`src/rtl/pipeline_ctrl.sv`:
```
// Hazard and memory-stall controller for a five-stage pipeline: drives PC and
// buffer load enables, bubble flushes, a memory timeout latch and a stall counter.
module pipeline_ctrl #(
    parameter int TIMEOUT = 255,
    parameter int CNT_W   = 16
) (
    input  logic             clock,
    input  logic             reset,
    input  logic [4:0]       id_rs,
    input  logic [4:0]       id_rt,
    input  logic [4:0]       ex_dest,
    input  logic             ex_mem_read,
    input  logic             branch_taken,
    input  logic             mem_access,
    input  logic             mem_ready,
    output logic             pc_load,
    output logic             ifid_load,
    output logic             idex_load,
    output logic             exmem_load,
    output logic             memwb_load,
    output logic             ifid_flush,
    output logic             idex_flush,
    output logic             memwb_flush,
    output logic [1:0]       state,
    output logic             mem_error,
    output logic [CNT_W-1:0] stall_count
);

    typedef enum logic [1:0] {
        RUN      = 2'd0,
        MEM_WAIT = 2'd1,
        ERROR    = 2'd2
    } state_e;

    localparam int WAIT_W = (TIMEOUT < 1) ? 1 : $clog2(TIMEOUT + 1);
    localparam logic [WAIT_W-1:0] TIMEOUT_V = WAIT_W'(TIMEOUT);
    localparam logic [CNT_W-1:0]  CNT_MAX   = {CNT_W{1'b1}};

    // Bit order {pc, ifid, idex, exmem, memwb} and {ifid, idex, memwb}.
    localparam logic [4:0] LOADS_ALL  = 5'b11111;
    localparam logic [4:0] LOADS_NONE = 5'b00000;
    localparam logic [4:0] LOADS_LU   = 5'b00111;
    localparam logic [2:0] FL_NONE    = 3'b000;
    localparam logic [2:0] FL_BRANCH  = 3'b110;
    localparam logic [2:0] FL_LU      = 3'b010;
    localparam logic [2:0] FL_MEM     = 3'b001;
    localparam logic [2:0] FL_ALL     = 3'b111;

    state_e             state_q, state_d;
    logic [WAIT_W-1:0]  wait_cnt_q, wait_cnt_d;
    logic               mem_error_q, mem_error_d;
    logic [CNT_W-1:0]   stall_count_q, stall_count_d;

    logic               load_use_s;
    logic [4:0]         run_loads_s, loads_s;
    logic [2:0]         run_flush_s, flush_s;

    assign load_use_s = ex_mem_read && (ex_dest != 5'd0) &&
                        ((ex_dest == id_rs) || (ex_dest == id_rt));

    // Normal-flow enables; a taken branch outranks a load-use stall.
    always_comb begin
        run_loads_s = LOADS_ALL;
        run_flush_s = FL_NONE;
        if (branch_taken) begin
            run_loads_s = LOADS_ALL;
            run_flush_s = FL_BRANCH;
        end else if (load_use_s) begin
            run_loads_s = LOADS_LU;
            run_flush_s = FL_LU;
        end else begin
            run_loads_s = LOADS_ALL;
            run_flush_s = FL_NONE;
        end
    end

    // FSM next state, wait counter and Mealy enable/flush outputs.
    always_comb begin
        state_d     = state_q;
        wait_cnt_d  = wait_cnt_q;
        mem_error_d = mem_error_q;
        loads_s     = LOADS_NONE;
        flush_s     = FL_NONE;
        if (reset) begin
            loads_s = LOADS_NONE;
            flush_s = FL_ALL;
        end else begin
            case (state_q)
                RUN: begin
                    if (mem_access && !mem_ready) begin
                        loads_s    = LOADS_NONE;
                        flush_s    = FL_MEM;
                        state_d    = MEM_WAIT;
                        wait_cnt_d = WAIT_W'(1);
                    end else begin
                        loads_s = run_loads_s;
                        flush_s = run_flush_s;
                    end
                end
                MEM_WAIT: begin
                    if (!mem_ready) begin
                        loads_s = LOADS_NONE;
                        flush_s = FL_MEM;
                        if (wait_cnt_q == TIMEOUT_V) begin
                            state_d     = ERROR;
                            mem_error_d = 1'b1;
                        end else begin
                            wait_cnt_d = wait_cnt_q + WAIT_W'(1);
                        end
                    end else begin
                        // EX was frozen, so hazards are judged afresh on exit.
                        loads_s    = run_loads_s;
                        flush_s    = run_flush_s;
                        state_d    = RUN;
                        wait_cnt_d = '0;
                    end
                end
                ERROR: begin
                    loads_s     = LOADS_NONE;
                    flush_s     = FL_NONE;
                    mem_error_d = 1'b1;
                end
                default: begin
                    loads_s     = LOADS_NONE;
                    flush_s     = FL_NONE;
                    state_d     = ERROR;
                    mem_error_d = 1'b1;
                end
            endcase
        end
    end

    // Saturating count of cycles in which the PC is held.
    always_comb begin
        if (!loads_s[4] && (stall_count_q != CNT_MAX)) begin
            stall_count_d = stall_count_q + CNT_W'(1);
        end else begin
            stall_count_d = stall_count_q;
        end
    end

    // State registers with synchronous reset.
    always_ff @(posedge clock) begin
        if (reset) begin
            state_q       <= RUN;
            wait_cnt_q    <= '0;
            mem_error_q   <= 1'b0;
            stall_count_q <= '0;
        end else begin
            state_q       <= state_d;
            wait_cnt_q    <= wait_cnt_d;
            mem_error_q   <= mem_error_d;
            stall_count_q <= stall_count_d;
        end
    end

    assign {pc_load, ifid_load, idex_load, exmem_load, memwb_load} = loads_s;
    assign {ifid_flush, idex_flush, memwb_flush}                   = flush_s;
    assign state       = state_q;
    assign mem_error   = mem_error_q;
    assign stall_count = stall_count_q;

endmodule
```
`config.mk`:
```
export PLATFORM = sky130hd
export DESIGN_NAME = pipeline_ctrl
export DESIGN_NICKNAME = d
export VERILOG_FILES = /design/src/rtl/pipeline_ctrl.sv
export SDC_FILE = /design/constraint.sdc
export NUM_CORES = 1
export LEC_CHECK = 0
export CAP_MARGIN = 20
export CORE_MARGIN = 2
export CORE_UTILIZATION = 42
export DETAILED_ROUTE_END_ITERATION = 8
export GPL_TIMING_DRIVEN = 0
export PLACE_DENSITY = 0.79
export SLEW_MARGIN = 20
export SYNTH_ARGS = -nofsm -noshare
export SYNTH_HDL_FRONTEND = slang
export SYNTH_SLANG_ARGS = --single-unit
```
`constraint.sdc`:
```
create_clock -name clock -period 1.89 [get_ports clock]
set_input_delay 0.2835 -clock clock [delete_from_list [all_inputs] [get_ports clock]]
set_output_delay 0.2835 -clock clock [all_outputs]
set_load 0.02 [all_outputs]
```
==> results of run 1 <==
final timing paths:
| kind | cells after the start | slack [ps] | to |
|---|---|---|---|
| max | 9 | -160 | pc_load |
| min reg2reg | 1 | 460 | mem_error |
| max reg2reg | 9 | -50 | stall_count[2] |
| min | 3 | 410 | wait_cnt_q[0] |
critical path: stages:
cell and delay [ps]:
buf_8 90, or4_4 540, o21ai_4 180, nor2_4 70, a21boi_4 180, buf_6 140
buf_12 110, buf_8 90, buf_8 90
synthesized netlist by cell type (all sizes together):
cell / n
a21o: 2
dfxtp: 27
buf: 7
xor2: 5
clkinv: 1
o211ai: 1
nand2: 15
and3: 1
nand4: 9
o31ai: 6
o211a: 1
a21boi: 2
a21oi: 16
a2111oi: 1
o21ai: 7
nor2b: 3
o41ai: 5
clkbuf: 2
or4b: 3
nor4b: 1
or3: 3
mux2i: 1
nor4: 2
a31oi: 1
ha: 2
nor3: 4
nand3: 7
or3b: 1
mux2: 2
nand2b: 2
or4: 8
xnor2: 11
inv: 4
o21bai: 1
and2: 1
nor2: 19
o22ai: 1
flip-flops by register name, summed over array words and instances (netlist names):
signal	count
wait_cnt_q	8
mem_error	1
stall_count	16
state	2
power by group through the flow:
stage | Clock [mW] | Combinational (mW) | Sequential [mW]
5_1_grt | 0.364 | 0.334 | 0.593
4_1_cts | 0.332 | 0.262 | 0.591
2_1_floorplan | 0 | 0.125 | 0.609
3_3_place_gp | 0 | 0.236 | 0.604
6_report | 0.330 | 0.313 | 0.591
3_5_place_dp | 0 | 0.239 | 0.604
cell families (layout without fill, tap and decap cells):
group / after synthesis / in the layout / synth area share (%)
xor+xnor: 16 / 16 / 8.76
simple gates: 79 / 79 / 28.5
buf+inv: 14 / 88 / 5.78
fa+ha+maj: 2 / 2 / 1.56
flops: 27 / 27 / 33.8
compound gates: 44 / 44 / 19.1
mux: 3 / 3 / 2.50
repair_timing:
action	4_1_cts	5_1_grt
pin swaps	20	18
resized for setup	71	49
endpoints found under the setup margin	25	28
cloned	0	1
buffers inserted	11	11
stage by stage:
step | utilization, % | setup TNS (ps) | hold WS, ps | cell area [um^2] | instances
floorplan | - | -35.7 | 471 | 1640 | 185
global placement | 59.2 | -16120 | 434 | 2170 | 280
detailed placement | 59.2 | -16490 | 461 | 2170 | 280
CTS | 64.1 | -591 | 482 | 2350 | 295
global route | 71.3 | -1220 | 421 | 2610 | 307
finish | 71.3 | -767 | 411 | 2610 | 307
cell type report:
cell class              count  area [um^2]
inverters                   5         18.8
repair buffers             70          669
multi-input cells         144         1170
plain buffers               9         95.1
clock inverters             1         5.00
well taps                  48         60.1
clock buffers               3         41.3
flip-flops and latches     27          552
fillers                   252         1050
cells in the final DEF (no fill, tap or decap), types with 4 or more instances in the layout:
cell and instances:
dlymetal6s2s_1 5, a21oi_1 12, buf_6 6, clkdlybuf4s15_1 6, inv_1 4, dfxtp_1 20
nand3_1 5, nor2_1 17, dfxtp_2 6, o31ai_1 6, clkdlybuf4s50_1 21, xor2_1 5
buf_4 23, a21oi_2 4, nand2_1 15, buf_8 5, clkbuf_2 4, xnor2_1 8
or4_1 6, nand4_1 8
per-layer routing:
layer | up-vias | global-route usage, % | share of wire (%)
li1 | 834 | - | -
met1 | 814 | 25.1 | 39
met2 | 86 | 34.1 | 50
met3 | 12 | 4.11 | 8.2
met4 | 0 | 7.55 | 2.8
met5 | - | 0 | 0
==> results_dict.tcl, run 1 <==
set metrics [dict create \
    setup.worst_path.start "ex_dest[4]" \
    fin_worst_skew_ps 11.2 \
    pre_cts_ws_ps -1300 \
    post_drt_wl_per_cell_um 16.3 \
    synth_warnings 0 \
    insertion_delay_ps 280 \
    synth_area_leaders "dfxtp_1 34%, xnor2_1 6.0%, a21oi_1 4.7%" \
    dpl.hpwl_mm 2.87 \
    start_util_pct 43.7 \
    cp-end-kind "output port" \
    antenna_found_initial 0 \
    hold_viol 0 \
    cts_buffers 3 \
    min_from "mem_ready" \
    comb_power_share_pct 25.4 \
    worst_slack_ps -163 \
    ys_ff_latch 27 \
    switching_power_uw 341 \
    ctsHoldBuffers 0 \
    drive_gt1_share_pct 34.7 \
    nets 283 \
    first_pass_iters 4 \
    cts_tree "done" \
    p_int_uw 893 \
    area_growth_pct 63.2 \
    grt_usage_pct 20.2 \
    r2r-start "state[1]" \
    grt_pass1_wl_mm 6.87 \
    cp-start-kind "input pin" \
    synth_nets 208 \
    htree_levels 1 \
    slew_violations 0 \
    clkSinkCount 27 \
    slew_headroom_pct 62.3 \
    status "finished, violations left" \
    io_pins 48 \
    rsz0062_at_grt "yes" \
    ant_nets 0 \
    violations "negative setup slack" \
    grt_pass1_vias 1509 \
    p_total_mw 1.23 \
    cts_buffer_depth 2 \
    clock_tree.root_cell "clkbuf_8" \
    power.density_mw_per_mm2 473 \
    finalSetupViolCount 10 \
    crit_required_ps 1610 \
    synth_area_mm2 0.00160 \
    placement_rows 22 \
    ir_drop_mv 0.359 \
    globalplace.congestion 0.760 \
    pwr-share-seq_pct 47.9 \
    p_leak_nw 0.978 \
    io_buffers 47 \
    synth_top_area_share_pct 33.8 \
    period_minus_slack_ps 2050 \
    worstPathMaxFanout 4 \
    die_h_um 65.7 \
    synth_cell_types 51 \
    die-area_mm2 0.00432 \
    finalCritPeriodShare_pct 109 \
    vias 1746 \
    hp-class "in2reg" \
    antenna_cells 0 \
    path_clk_slew_ps 80 \
    synth_area_leader_cell "dfxtp_1" \
    drc 0 \
    worst_pin_slew_ps 562 \
    critPathKind "in2out" \
    drt-total-wl_mm 5.01 \
    switching_share_pct 27.6 \
    grt_max_degree 16 \
    avgSynthCellArea_um2 8.65 \
    via_per_inst 5.69 \
    drv_cap 0 \
    core-area_mm2 0.00366 \
    die_w_um 65.7 \
    fmax_mhz 487 \
    drt_iter0_markers 63 \
    syn_inst 185 \
    clkPwrFrac_pct 26.7 \
    cp.arrival_ps 1770 \
    gr-total-overflow 0 \
    synth_seq_area_share_pct 33.8 \
]
Note: power is estimated with default switching activity, not from simulation.
==> run 2: changes to the inputs <==
--- a/config.mk
+++ b/config.mk
@@ -5,12 +5,13 @@
 export SDC_FILE = /design/constraint.sdc
 export NUM_CORES = 1
 export LEC_CHECK = 0
+export ABC_AREA = 1
 export CAP_MARGIN = 20
 export CORE_MARGIN = 2
-export CORE_UTILIZATION = 42
+export CORE_UTILIZATION = 44
 export DETAILED_ROUTE_END_ITERATION = 8
 export GPL_TIMING_DRIVEN = 0
-export PLACE_DENSITY = 0.79
+export PLACE_DENSITY = 0.81
 export SLEW_MARGIN = 20
 export SYNTH_ARGS = -nofsm -noshare
 export SYNTH_HDL_FRONTEND = slang
==> results_dict.tcl, run 2 <==
set metrics [dict create \
    p_total_mw 1.29 \
    path_clk_slew_ps 100 \
    drive_gt1_share_pct 22.3 \
    switching_power_uw 402 \
    comb_power_share_pct 25.6 \
    start_util_pct 45.2 \
    fin_setup_tns_ps 0 \
    worst_pin_slew_ps 635 \
    insertion_delay_ps 280 \
    synthArstFlopShare_pct 0 \
    ctsHoldBuffers 0 \
    grt_pass1_vias 1619 \
    synth_nets 288 \
    synth_area_leader_cell "dfxtp_1" \
    cp.arrival_ps 1570 \
    fin_worst_skew_ps 6.74 \
    gr-total-overflow 0 \
    io_pins 48 \
    antenna_found_initial 0 \
    synth_compound_area_share_pct 11.6 \
    drt-total-wl_mm 4.70 \
    placement_rows 23 \
    vias 1884 \
    grt_pass1_wl_mm 7.25 \
    synth_seq_area_share_pct 30.4 \
    synth_warnings 0 \
    area_growth_pct 39.1 \
    post_drt_wl_per_cell_um 12.5 \
    yosys.area_share.simple_pct 38.8 \
    p_int_uw 885 \
    htree_levels 1 \
    yosys_most_used_dff "dfxtp_1" \
    fin_cells 377 \
    period_minus_slack_ps 1850 \
    drv_cap 0 \
    muxShareOfSynthArea_pct 0 \
    dpl.hpwl_mm 3.35 \
    yosysMostFrequentCell "nand2_1" \
    finalCritPeriodShare_pct 97.8 \
    die_h_um 67.6 \
    nets 351 \
    cp-start-kind "flop" \
    r2r.worst_path.cells 7 \
    drt_iter0_markers 137 \
    synth_edf_count 0 \
    switching_share_pct 31.2 \
    worstPathMaxFanout 4 \
    power.density_mw_per_mm2 520 \
    grt_usage_pct 20.9 \
    avgSynthCellArea_um2 6.72 \
    cp-end-kind "output port" \
    die-area_mm2 0.00457 \
    io_buffers 47 \
    largest_reg_flops 16 \
    cts_tree "done" \
    slew_violations 0 \
    synth_area_leaders "dfxtp_1 30%, nand2_1 14%, nand3_1 9.3%" \
    syn_inst 265 \
    whs_path_depth 2 \
    final_common_cell "nand2_1" \
    fmax_mhz 541 \
    status "complete, no violations" \
    synthAdderAreaFrac_pct 1.41 \
    synth_top_family_by_area "simple AND/OR/NAND/NOR gates" \
    cts_buffers 3 \
    globalplace.congestion 0.841 \
    cts_buffer_depth 2 \
    hp-class "reg2reg" \
    synth_cell_types 33 \
    clkSinkCount 27 \
    rsz0062_at_grt "yes" \
    worst_slack_ps 40.9 \
    synth_top_area_share_pct 30.4 \
    first_pass_iters 4 \
    placedCellCount 362 \
    finalSetupViolCount 0 \
    critPathKind "reg2out" \
    clkPwrFrac_pct 27.4 \
    mostFrequentLayoutCells "64 x nand2_1, 31 x nand3_1, 25 x nor2_1, 23 x clkdlybuf4s50_1" \
    core-area_mm2 0.00394 \
    pwr-share-seq_pct 47.0 \
    hold_viol 0 \
    synth_commonest_cells "66 x nand2_1, 33 x nand3_1, 27 x dfxtp_1, 27 x nor2_1, 23 x inv_1" \
    crit_required_ps 1610 \
    ir_drop_mv 0.292 \
    hold_slack_ps 504 \
    clock_tree.root_cell "clkbuf_8" \
    synth_area_mm2 0.00178 \
    drc 0 \
    synth_xor_area_share_pct 7.87 \
    antenna_cells 0 \
    pre_cts_ws_ps -963 \
    die_w_um 67.6 \
    n_fill_cell 356 \
    ys_ff_latch 27 \
    via_per_inst 5.00 \
    slew_headroom_pct 57.6 \
    ant_nets 0 \
    p_leak_nw 1.06 \
    grt_max_degree 17 \
]
## run 2: changes by cell type in the layout (fill, tap and decap cells not counted), moves of 5 or more
cell	previous run	this run
buf_4	23	16
clkdlybuf4s15_1	6	1
dlygate4sd2_1	3	12
inv_1	4	22
inv_2	0	6
nand2_1	15	64
nand3_1	5	31
nor2_1	17	25
o31ai_1	6	0
or4_1	6	0
xor2_1	5	10
## run 2: layer usage
metal,share of wire [%],track usage [%]
met5,0,0
met4,1.0,5.36
met3,3.2,3.17
met2,52,38.2
met1,44,25.2
## run 2: kinds of logic after synthesis
family          count (synthesis)
xor+xnor                       16
compound gates                 34
buf+inv                        39
flops                          27
fa+ha+maj                       2
simple gates                  147
## run 2: worst paths after layout
check             slack (ps)           start               to
setup / recovery          40        state[0]        idex_load
hold / removal           500   wait_cnt_q[4]    wait_cnt_q[4]
setup reg to reg          80  stall_count[1]  stall_count[11]
hold reg to reg          500   wait_cnt_q[4]    wait_cnt_q[4]
## run 2: what timing repair did
| action | 4_1_cts | 5_1_grt |
|---|---|---|
| gates resized for setup | 43 | 29 |
| gates cloned | 0 | 0 |
| endpoints found under the setup margin | 10 | 23 |
| pin swaps | 10 | 13 |
| setup buffers | 5 | 7 |
## run 2: power by group through the flow
stage	Clock [mW]	Combinational (mW)	Sequential [mW]
final	0.353	0.330	0.605
after global routing	0.382	0.361	0.607
after CTS	0.354	0.311	0.604
after detailed placement	0	0.308	0.617
after global placement	0	0.303	0.616
after floorplan	0	0.161	0.628
## run 2: layout make-up
class                      count  area [um^2]  share of cell area (%)
clock buffer                   3         41.3                    1.67
clock inverter                 1         7.51                   0.303
multi-input combinational    199         1120                    45.3
tap                           50         62.6                    2.53
sequential                    27          549                    22.2
inverter                      30          115                    4.65
timing repair buffer          59          519                    21.0
buffer                         8         61.3                    2.47
## run 2: through the flow
stage	utilization [%]	instance area [um^2]
final	62.8	2480
after global routing	62.8	2480
after CTS	61.0	2400
after global placement	58.9	2320
after detailed placement	58.9	2320
after floorplan	-	1790
## run 2: critical path, cell delays in order (launching register included)
cell	delay, ps
dfxtp_4	370
inv_2	60
nor2_4	50
nand2_4	70
nand3_4	100
nor2_4	170
buf_4	130
buf_4	90
clkdlybuf4s15_2	250
==> run 3: changes to the inputs <==
--- a/config.mk
+++ b/config.mk
@@ -12,6 +12,7 @@
 export DETAILED_ROUTE_END_ITERATION = 8
 export GPL_TIMING_DRIVEN = 0
 export PLACE_DENSITY = 0.81
+export SKIP_LAST_GASP = 1
 export SLEW_MARGIN = 20
 export SYNTH_ARGS = -nofsm -noshare
 export SYNTH_HDL_FRONTEND = slang
==> constraint.sdc (replaced) <==
create_clock -name clock -period 1.89 [get_ports clock]
set_input_delay 0.2835 -clock clock [delete_from_list [all_inputs] [get_ports clock]]
set_output_delay 0.2835 -clock clock [all_outputs]
set_load 0.1 [all_outputs]
==> results_dict.tcl, run 3 (synthesis gave the netlist of run 2 again) <==
set metrics [dict create \
    cts_tree "done" \
    cp-start-kind "input pin" \
    period_minus_slack_ps 1900 \
    rsz0062_at_grt "yes" \
    slew_violations 0 \
    finalCritPeriodShare_pct 101 \
    area_growth_pct 37.0 \
    clkSinkCount 27 \
    p_total_mw 1.42 \
    drive_gt1_share_pct 23.8 \
    slew_headroom_pct 35.4 \
    ir_drop_mv 0.389 \
    dpl.hpwl_mm 3.24 \
    drv_cap 0 \
    post_drt_wl_per_cell_um 11.9 \
    critPathKind "in2out" \
    antenna_found_initial 0 \
    insertion_delay_ps 280 \
    finalSetupViolCount 2 \
    worst_pin_slew_ps 973 \
    hp-class "reg2reg" \
    start_util_pct 45.2 \
    placedCellCount 362 \
    nets 344 \
    crit_chain "clkdlybuf4s50_1, nand2_1, nand3_4, nor2_4, buf_4, buf_4, buf_4" \
    critical_path.slowest_cell "clkdlybuf4s50_1" \
    io_pins 48 \
    crit_required_ps 1610 \
    die_h_um 67.6 \
    core-area_mm2 0.00394 \
    largest_reg_flops 16 \
    die-area_mm2 0.00457 \
    fmax_mhz 526 \
    cts_buffers 3 \
    worstPathMaxFanout 3 \
    via_per_inst 5.06 \
    cp_top_family "buffers and inverters" \
    grt_usage_pct 20.5 \
    path_clk_slew_ps 100 \
    cp-end-kind "output port" \
    clock_tree.root_cell "clkbuf_8" \
    final_common_cell "nand2_1" \
    htree_levels 1 \
    antenna_cells 0 \
    vias 1872 \
    slowest_delay_ps 410 \
    fin_setup_tns_ps -18.5 \
    p_leak_nw 1.13 \
    first_pass_iters 4 \
    path_buf_inv 4 \
    cp.arrival_ps 1620 \
    violations "negative setup slack" \
    power.density_mw_per_mm2 584 \
    drc 0 \
    worst_slack_ps -10.0 \
    drt_iter0_markers 136 \
    fin_worst_skew_ps 4.07 \
    critPathMostFrequentCell "buf_4" \
    globalplace.congestion 0.808 \
    cts_buffer_depth 2 \
    grt_max_degree 19 \
    io_buffers 47 \
    drt-total-wl_mm 4.40 \
    status "finished, violations left" \
    ctsHoldBuffers 0 \
    ant_nets 0 \
    grt_pass1_wl_mm 7.22 \
    hold_viol 0 \
    fin_cells 370 \
    mostFrequentLayoutCells "64 x nand2_1, 30 x nand3_1, 30 x dlygate4sd2_1, 27 x nor2_1, 22 x inv_1" \
    gr-total-overflow 0 \
    grt_pass1_vias 1693 \
    die_w_um 67.6 \
    placement_rows 23 \
]
## run 3: area by class of cell
class	instances	area (um^2)
Fill cell	364	1500
Multi-Input combinational cell	199	1120
Sequential cell	27	572
Timing Repair Buffer	54	483
Inverter	30	116
Tap cell	50	62.6
Clock buffer	3	41.3
Buffer	6	38.8
Clock inverter	1	7.51
## run 3: metrics by stage
step                      hold slack (ps)  util (%)  worst slack, ps  instance area (um^2)
after CTS                             485      61.2             -106                  2410
final                                 497      61.9            -10.0                  2440
after detailed placement              470      60.3            -1440                  2380
after floorplan                       457         -             -818                  1850
after global routing                  524      61.9            -84.2                  2440
after global placement                474      60.3            -1410                  2380
## run 3: per-layer routing
layer | GRT usage (%) | vias to the layer above | wire length (um)
met5 | 0 | - | 0
met4 | 5.36 | 0 | 47
met3 | 2.00 | 4 | 180
met2 | 36.4 | 50 | 2190
met1 | 26.1 | 849 | 1980
li1 | - | 969 | -
## run 3: tightest hold or removal path, cell delays in order (launching register included)
cell and delay, ps:
dfxtp_2 350, nand2_1 60, a21oi_1 50
## run 3: path summary, 6_finish.rpt
| check | from | cells past startpoint | endpoint | slack, ps |
|---|---|---|---|---|
| min | stall_count[13] | 2 | stall_count[13] | 500 |
| max reg2reg | stall_count[0] | 8 | stall_count[12] | 100 |
| max | mem_access | 7 | memwb_load | -10 |
| min reg2reg | stall_count[13] | 2 | stall_count[13] | 500 |
## run 3: timing repair
action / 4_1_cts / 5_1_grt
resized for setup: 90 / 15
pin swaps: 12 / 10
setup endpoints to repair: 27 / 26
setup buffers: 3 / 4
## run 3: report_power, final
part / internal [mW] / total (mW) / switching (mW)
registers: 0.586 / 0.604 / 0.0184
clock network: 0.150 / 0.345 / 0.195
logic: 0.133 / 0.475 / 0.342
total: 0.869 / 1.42 / 0.555
